[src/rtl/btn_pkg.sv]
// Shared constants for the button event path: button index map and default sizing.
package btn_pkg;

   localparam int BTN_UP    = 0;
   localparam int BTN_DOWN  = 1;
   localparam int BTN_LEFT  = 2;
   localparam int BTN_RIGHT = 3;

   localparam int NUM_BTN_DEF = 4;
   localparam int DEPTH_DEF   = 8;

endpackage

[src/rtl/sync_fifo.sv]
// Single-clock first-word-fall-through FIFO with explicit occupancy count.
module sync_fifo #(
   parameter  int WIDTH = 2,
   parameter  int DEPTH = 8,
   localparam int AW    = $clog2(DEPTH),
   localparam int CNT_W = $clog2(DEPTH + 1)
) (
   input  logic             clk,
   input  logic             reset_n,
   input  logic             push,
   input  logic [WIDTH-1:0] din,
   input  logic             pop,
   output logic [WIDTH-1:0] dout,
   output logic             full,
   output logic             empty,
   output logic [CNT_W-1:0] count
);

   logic [WIDTH-1:0] mem [DEPTH];
   logic [AW-1:0]    wptr;
   logic [AW-1:0]    rptr;
   logic             do_push;
   logic             do_pop;

   assign full    = (count == CNT_W'(DEPTH));
   assign empty   = (count == '0);
   assign do_pop  = pop && !empty;
   assign do_push = push && (!full || do_pop);

   // Reads are gated while empty so the unreset storage never reaches the port.
   assign dout = empty ? '0 : mem[rptr];

   // NOTE: the storage array has no reset; only pointers and count need one, and
   // leaving it out keeps the array mappable to plain flops/LUT-RAM.
   always_ff @(posedge clk) begin
      if (do_push) mem[wptr] <= din;
   end

   // NOTE: sequential state uses non-blocking assignments so every register
   // samples pre-edge values regardless of statement order.
   always_ff @(posedge clk or negedge reset_n) begin
      if (!reset_n) begin
         wptr  <= '0;
         rptr  <= '0;
         count <= '0;
      end else begin
         if (do_push) wptr <= wptr + AW'(1);
         if (do_pop)  rptr <= rptr + AW'(1);
         case ({do_push, do_pop})
            2'b10:   count <= count + CNT_W'(1);
            2'b01:   count <= count - CNT_W'(1);
            default: count <= count;
         endcase
      end
   end

endmodule

[src/rtl/btn_event_queue.sv]
// Captures debounced press pulses, serialises them lowest-index-first and queues
// button IDs for the control FSM over a valid/ready handshake.
module btn_event_queue
   import btn_pkg::*;
#(
   parameter  int NUM_BTN = NUM_BTN_DEF,
   parameter  int DEPTH   = DEPTH_DEF,
   localparam int ID_W    = $clog2(NUM_BTN),
   localparam int CNT_W   = $clog2(DEPTH + 1)
) (
   input  logic               clk,
   input  logic               reset_n,
   input  logic [NUM_BTN-1:0] btn_pulse,
   output logic               evt_valid,
   output logic [ID_W-1:0]    evt_id,
   input  logic               evt_ready,
   output logic [CNT_W-1:0]   evt_count,
   output logic               overflow,
   input  logic               clr_overflow
);

   logic [NUM_BTN-1:0] pending;
   logic [NUM_BTN-1:0] sel_onehot;
   logic [NUM_BTN-1:0] push_clr;
   logic [ID_W-1:0]    sel_id;
   logic               found;
   logic               push;
   logic               pop;
   logic               full;
   logic               empty;
   logic               drop;

   // NOTE: every output of this block is defaulted before the loop, so no path
   // leaves a value unassigned and no latch is inferred.
   always_comb begin
      sel_id     = '0;
      sel_onehot = '0;
      found      = 1'b0;
      for (int i = 0; i < NUM_BTN; i++) begin
         if (pending[i] && !found) begin
            sel_id        = ID_W'(i);
            sel_onehot[i] = 1'b1;
            found         = 1'b1;
         end
      end
   end

   assign evt_valid = !empty;
   assign pop       = evt_valid && evt_ready;
   assign push      = (|pending) && (!full || pop);
   assign push_clr  = push ? sel_onehot : '0;

   // A press is lost only when its button is already waiting and not leaving now.
   assign drop = |(btn_pulse & pending & ~push_clr);

   always_ff @(posedge clk or negedge reset_n) begin
      if (!reset_n) begin
         pending  <= '0;
         overflow <= 1'b0;
      end else begin
         pending <= (pending & ~push_clr) | btn_pulse;
         if (drop)              overflow <= 1'b1;
         else if (clr_overflow) overflow <= 1'b0;
      end
   end

   sync_fifo #(
      .WIDTH (ID_W),
      .DEPTH (DEPTH)
   ) u_fifo (
      .clk     (clk),
      .reset_n (reset_n),
      .push    (push),
      .din     (sel_id),
      .pop     (pop),
      .dout    (evt_id),
      .full    (full),
      .empty   (empty),
      .count   (evt_count)
   );

endmodule

[config.mk]
export PLATFORM = sky130hd
export DESIGN_NAME = btn_event_queue
export DESIGN_NICKNAME = d
export VERILOG_FILES = /design/src/rtl/btn_pkg.sv /design/src/rtl/sync_fifo.sv /design/src/rtl/btn_event_queue.sv
export SDC_FILE = /design/constraint.sdc
export NUM_CORES = 1
export LEC_CHECK = 0
export CAP_MARGIN = 40
export CORE_MARGIN = 8
export CORE_UTILIZATION = 59
export CTS_CLUSTER_SIZE = 20
export DETAILED_ROUTE_END_ITERATION = 12
export GPL_TIMING_DRIVEN = 0
export MAX_ROUTING_LAYER = met4
export PLACE_DENSITY_LB_ADDON = 0.12
export SETUP_SLACK_MARGIN = 0.02
export SLEW_MARGIN = 20
export SYNTH_ARGS = -nofsm -noshare
export SYNTH_HDL_FRONTEND = slang
export SYNTH_SLANG_ARGS = --single-unit
[constraint.sdc]
create_clock -name clk -period 6.6 [get_ports clk]
set_clock_uncertainty 0.2 [all_clocks]
set_input_delay 1.32 -clock clk [delete_from_list [all_inputs] [get_ports clk]]
set_output_delay 1.32 -clock clk [all_outputs]
set_load 0.05 [all_outputs]
---- Yosys cells after proc, flatten, opt, wreduce, memory -nomap -nowiden ----
Memories as Yosys holds them, arrays and structs flattened.
Index checks and enable logic that the tools add are counted.
operators by class
  add/subtract/negate cells ............... 4
  equality and inequality tests ........... 3
  mux-type cells .......................... 16
  bitwise logic cells ..................... 5
  reduce and logical (&&, ||, !) cells .... 19
operators with widths
  kind                   count
  $and A4 B4 Y4          3
  $mux W1                11
  $pmux W4 S2            1
  $reduce_or A4 Y1       2
  $logic_and A1 B1 Y1    7
  $add A3 B1 Y3 const B  2
  $mux W2                3
  $logic_not A1 Y1       5
  $add A4 B1 Y4 const B  1
  $eq A4 B4 Y1 const B   1
  $logic_not A4 Y1       1
  $mux W4                1
  $not A4 Y4             1
  $or A4 B4 Y4           1
  $reduce_bool A2 Y1     2
  $sub A4 B1 Y4 const B  1
  $eq A2 B1 Y1 const B   1
  $eq A2 B2 Y1 const B   1
  $logic_or A1 B1 Y1     2
storage, ports and cells
  register bits ........................... 15
  RAM bits ................................ 16
  bits of input ports ..................... 8
  output and inout bits ................... 8
  logic and storage cells ................. 53
  memories ................................ 1
memories
  memory      depth  width  rd ports  clocked after memory_dff  wr ports  line             source
  u_fifo.mem  8      2      1         0                         1         sync_fifo.sv:19  logic [WIDTH-1:0] mem [DEPTH];

---- Logic depth before layout (Yosys ltp) ----
  depth after elaboration ................. 15
  depth in mapped cells ................... 12
  depth with buffers taken out ............ 11

---- Hierarchy ----
A second synthesis with hierarchy kept.
unflattened totals
  cells, all modules ...................... 143
  area, all modules ....................... 1652.8 um^2
modules (own cells, without submodules)
  module           instances  cells each  area an instance (um^2)  seq. area each (um^2)
  sync_fifo        1          107         1326.3                   730.7
  btn_event_queue  1          36          326.6                    125.1

---- Worst setup path before layout ----
No wires, ideal clock.
  kind .................................... input to register
  from .................................... input evt_ready
  to ...................................... register u_fifo.count[3]
  setup time .............................. 0.090 ns
  arrival ................................. 3.122 ns
  required time ........................... 6.310 ns
  slack ................................... 3.188 ns
  stages .................................. 8
  buffers on the path ..................... 2
  cells stage by stage .................... nand2b_1 -> clkbuf_1 -> o21ai_4 -> ha_1 -> clkbuf_1 -> or4b_2 -> a21o_1 -> o221ai_1
between the ends
  cells in the longest elaborated chain, start to end .. 6
  elaborated cells between the ends (all ways) .. 10
  classes of those cells .................. eq/ne (2); mux (1); reduce/logical (7)
ends and longest elaborated chain
  element                                                    line                                    source
  start, declared                                            btn_event_queue.sv:16                   input logic evt_ready,
  $logic_and A1 B1 Y1 (*)                                    btn_event_queue.sv:49                   assign pop = evt_valid && evt_ready;
  $logic_or A1 B1 Y1 or $logic_and A1 B1 Y1 (tied branches)  btn_event_queue.sv:50, sync_fifo.sv:27
  $logic_and A1 B1 Y1 or $logic_or A1 B1 Y1 (tied branches)  btn_event_queue.sv:50, sync_fifo.sv:28
  $logic_and A1 B1 Y1                                        sync_fifo.sv:28                         assign do_push = push && (!full || do_pop);
  $eq A2 B1 Y1 or $eq A2 B2 Y1 (tied branches)               sync_fifo.sv:49                         case ({do_push, do_pop})
  $pmux W4 S2 or $reduce_bool A2 Y1 (tied branches)          -
  end signal, assigned                                       sync_fifo.sv:50                         2'b10: count <= count + CNT_W'(1);
  end signal, assigned                                       sync_fifo.sv:51                         2'b01: count <= count - CNT_W'(1);
  end signal, assigned                                       sync_fifo.sv:52                         default: count <= count;
  end, declared                                              sync_fifo.sv:16                         output logic [CNT_W-1:0] count
Every way passes the cells marked *; elsewhere a longest branch is shown, timed or not.
A chain may end at the register's enable or synchronous reset.

---- Final worst setup path ----
Ends and elaborated chain as after synthesis.

==> results.yml <==
final_layout:
  design_area_sq_um: 1770
  drive_gt1_share_pct: 15.1
  layout.cells.non_filler: 169
  net_count_reported_at_finish: 151
  layout-area-overhead-vs-synth_pct: 15.4
  antenna-diode-count: 0
  utilization_after_layout_pct: 71.6
setup_path:
  crit_path_top_delay_cell: "sky130_fd_sc_hd__a2111oi_0"
  timing.critical_path.to_type: "register"
  worst_path_largest_cell_delay_ps: 460
  crit_buf_inv: 2
  critical_path.max_fanout: 8
  cp_cell_sequence: "clkdlybuf4s50_1 -> nand2b_1 -> clkbuf_1 -> o21ai_4 -> ha_1 -> or3b_1 -> a2111oi_0 -> o221ai_1"
  arrival_time_of_the_worst_setup_path_ps: 3840
  critical_path.startpoint_type: "input pin"
  critical_path_required_ps: 6590
  critPathKind: "in -> reg"
  path_delay_family: "compound AO/OA/AOI/OAI gates"
floorplan:
  floorplan.io_pins: 16
  rows: 18
  floorplan.die_area_sq_um: 4500
  floorplan.initialDensity_pct: 62.1
  floorplan.die.height_um: 67.1
  coreArea_sq_um: 2480
  die_width_um: 67.1
place:
  routabilityCongestion: 0.785
  postPlaceCellArea_sq_um: 1730
  hpwl_mm: 1.99
  place_inst: 161
  number_of_input_and_output_port_buffers_inserted: 15
yosys:
  ys_seq_elements: 31
  yosysWarningCount: 0
  synth_most_common_cell: "sky130_fd_sc_hd__edfxtp_1"
  synth_top_area_share_pct: 31.2
  synthFlopType: "sky130_fd_sc_hd__edfxtp_1"
  synth_enable_flop_cells: 16
  ys_async_sr_fraction_pct: 48.4
  synth-seq-area-share_pct: 55.7
  syn_inst_count: 116
  cell_type_with_the_highest_aggregate_area_in_the_netlist: "sky130_fd_sc_hd__edfxtp_1"
  yosys.cell_types.count: 43
  ys_top_cells_by_count: "16 x sky130_fd_sc_hd__edfxtp_1, 15 x sky130_fd_sc_hd__dfrtp_1, 9 x sky130_fd_sc_hd__nor2_1"
  syn-cell-area_sq_um: 1540
  syn_area_per_cell_sq_um: 13.3
  synthesis.nets: 129
  ranking_of_synthesized_cells_by_area: "sky130_fd_sc_hd__edfxtp_1 31%, sky130_fd_sc_hd__dfrtp_1 24%, sky130_fd_sc_hd__mux4_2 5.9%, sky130_fd_sc_hd__ha_1 4.1%, sky130_fd_sc_hd__xnor2_1 3.4%"
status:
  status: "finished, final reports clean"
global_route:
  grt-ovfl-total: 0
  antenna_found_initial: 0
  grt_pass1_vias: 980
  grt_max_degree: 16
  grt_usage_pct: 14.5
  grt_pass1_wl_mm: 4.68
clock_network:
  postCtsSetupBuffers: 0
  cts_resized: 0
  clk_pin_slew_ps: 90
  clock_tree_from_tritoncts: "yes"
  numCtsBuffers: 5
  cts.root.buffer_cell: "sky130_fd_sc_hd__clkbuf_4"
  maximum_clock_path_buffer_count: 2
  cts_htree_levels: 2
  clock_insertion_delay_worst_skew_ps: 320
  ctsHoldBuffers: 0
  clock-sinks: 31
routing:
  number_of_remaining_drc_errors: 0
  drtIter0Drc: 65
  num_vias: 997
  avgViaCountPerCell: 5.90
  postRouteAntennaNets: 0
  wl_per_cell_um: 16.4
  detailedRoute.firstPassIterationCount: 4
  drt_wl_total_mm: 2.77
pwr:
  fin_total_pwr_w: 0.000831
  power.static_leakage_nw: 0.670
  power_density_cells_nw_per_um2: 468
  peakVddDrop_v: 0.000385
sta:
  grt_setup_unrepaired: "no"
  finalHoldViolations: 0
  slew_limit_headroom_pct: 52.2
  min_period_over_period_pct: 58.3
  timing.fmax_mhz: 260
  final-max-slew-violation-count: 0
  worst_slew_pin_slew_ps: 715
  setup-tns-final_ps: 0
  setup_violations: 0
  period_needed_ps: 3850
min_path:
  worstHoldPathType: "reg -> reg"
run:
  cap_viol_max_count: 0
[worst register-to-register path, stage by stage (launching register included)]
cell and delay [ps]:
sky130_fd_sc_hd__dfrtp_1 460, sky130_fd_sc_hd__or3_1 400, sky130_fd_sc_hd__buf_6 160, sky130_fd_sc_hd__o21ai_4 290, sky130_fd_sc_hd__ha_1 330, sky130_fd_sc_hd__or3b_1 390, sky130_fd_sc_hd__a2111oi_0 460, sky130_fd_sc_hd__o221ai_1 180
[report_power, final]
group / leakage, nW / total (W) / internal (W) / switching, W
clock: 0.0265 / 0.000102 / 0.0000424 / 0.0000594
combinational: 0.326 / 0.000392 / 0.000172 / 0.000220
sequential: 0.317 / 0.000337 / 0.000271 / 0.0000659
total: 0.670 / 0.000831 / 0.000485 / 0.000345
[routing by layer]
| metal | wire [um] | track usage [%] |
|---|---|---|
| met1 | 1220 | 16.3 |
| met2 | 1350 | 22.6 |
| met3 | 163 | 5.87 |
| met4 | 38 | 5.48 |
| met5 | 0 | - |
[final timing paths]
| path | from | end | slack (ps) | cells after the start |
|---|---|---|---|---|
| setup / recovery | evt_ready | u_fifo.count[3] | 2750 | 8 |
| hold / removal | overflow | overflow | 310 | 2 |
| setup reg to reg | u_fifo.count[2] | u_fifo.count[3] | 3610 | 7 |
| hold reg to reg | overflow | overflow | 310 | 2 |
| max in group asynchronous | reset_n | u_fifo.wptr[0] | 4530 | 1 |
| min in group asynchronous | reset_n | u_fifo.count[3] | 1220 | 1 |
[stage by stage]
stage                     hold WS (ps)  setup slack, ps
after floorplan                    319             3190
after global placement             292             2490
after detailed placement           295             2460
after CTS                          316             2750
after global routing               333             2630
final                              307             2750
[cell usage in the layout, fill, tap and decap left out, types with 2 or more instances in the layout]
cell	n
sky130_fd_sc_hd__edfxtp_1	16
sky130_fd_sc_hd__clkdlybuf4s50_1	15
sky130_fd_sc_hd__dfrtp_1	15
sky130_fd_sc_hd__nor2_1	9
sky130_fd_sc_hd__xnor2_1	6
sky130_fd_sc_hd__inv_1	5
sky130_fd_sc_hd__clkbuf_1	5
sky130_fd_sc_hd__a21o_1	5
sky130_fd_sc_hd__nor3_1	5
sky130_fd_sc_hd__ha_1	5
sky130_fd_sc_hd__clkbuf_4	5
sky130_fd_sc_hd__mux4_2	4
sky130_fd_sc_hd__mux2i_1	3
sky130_fd_sc_hd__nand2b_1	3
sky130_fd_sc_hd__a21oi_1	2
sky130_fd_sc_hd__o21ai_0	2
sky130_fd_sc_hd__o211ai_1	2
sky130_fd_sc_hd__nand2_1	2
sky130_fd_sc_hd__o21a_1	2
sky130_fd_sc_hd__o221ai_1	2
sky130_fd_sc_hd__mux2_2	2
[cells by family after synthesis]
| family | Yosys count | share of synthesized area [%] |
|---|---|---|
| flops | 31 | 55.7 |
| simple gates | 30 | 11.2 |
| compound gates | 23 | 11.8 |
| buf+inv | 10 | 3.01 |
| mux | 10 | 10.3 |
| xor+xnor | 7 | 3.99 |
| fa+ha+maj | 5 | 4.07 |
[final cells by class]
cell class / count / area [sq um]
Buffer: 4 / 23.8
Clock buffer: 8 / 48.8
Fill cell: 178 / 703
Inverter: 6 / 22.5
Multi-Input combinational cell: 75 / 636
Sequential cell: 31 / 856
Tap cell: 30 / 37.5
Timing Repair Buffer: 15 / 150
[state kept, by name, summed over array words and instances (netlist names)]
signal	count
u_fifo.rptr	3
u_fifo.wptr	3
u_fifo.mem	16
pending	4
u_fifo.count	4
overflow	1
Power figures use the tool's default switching activity.
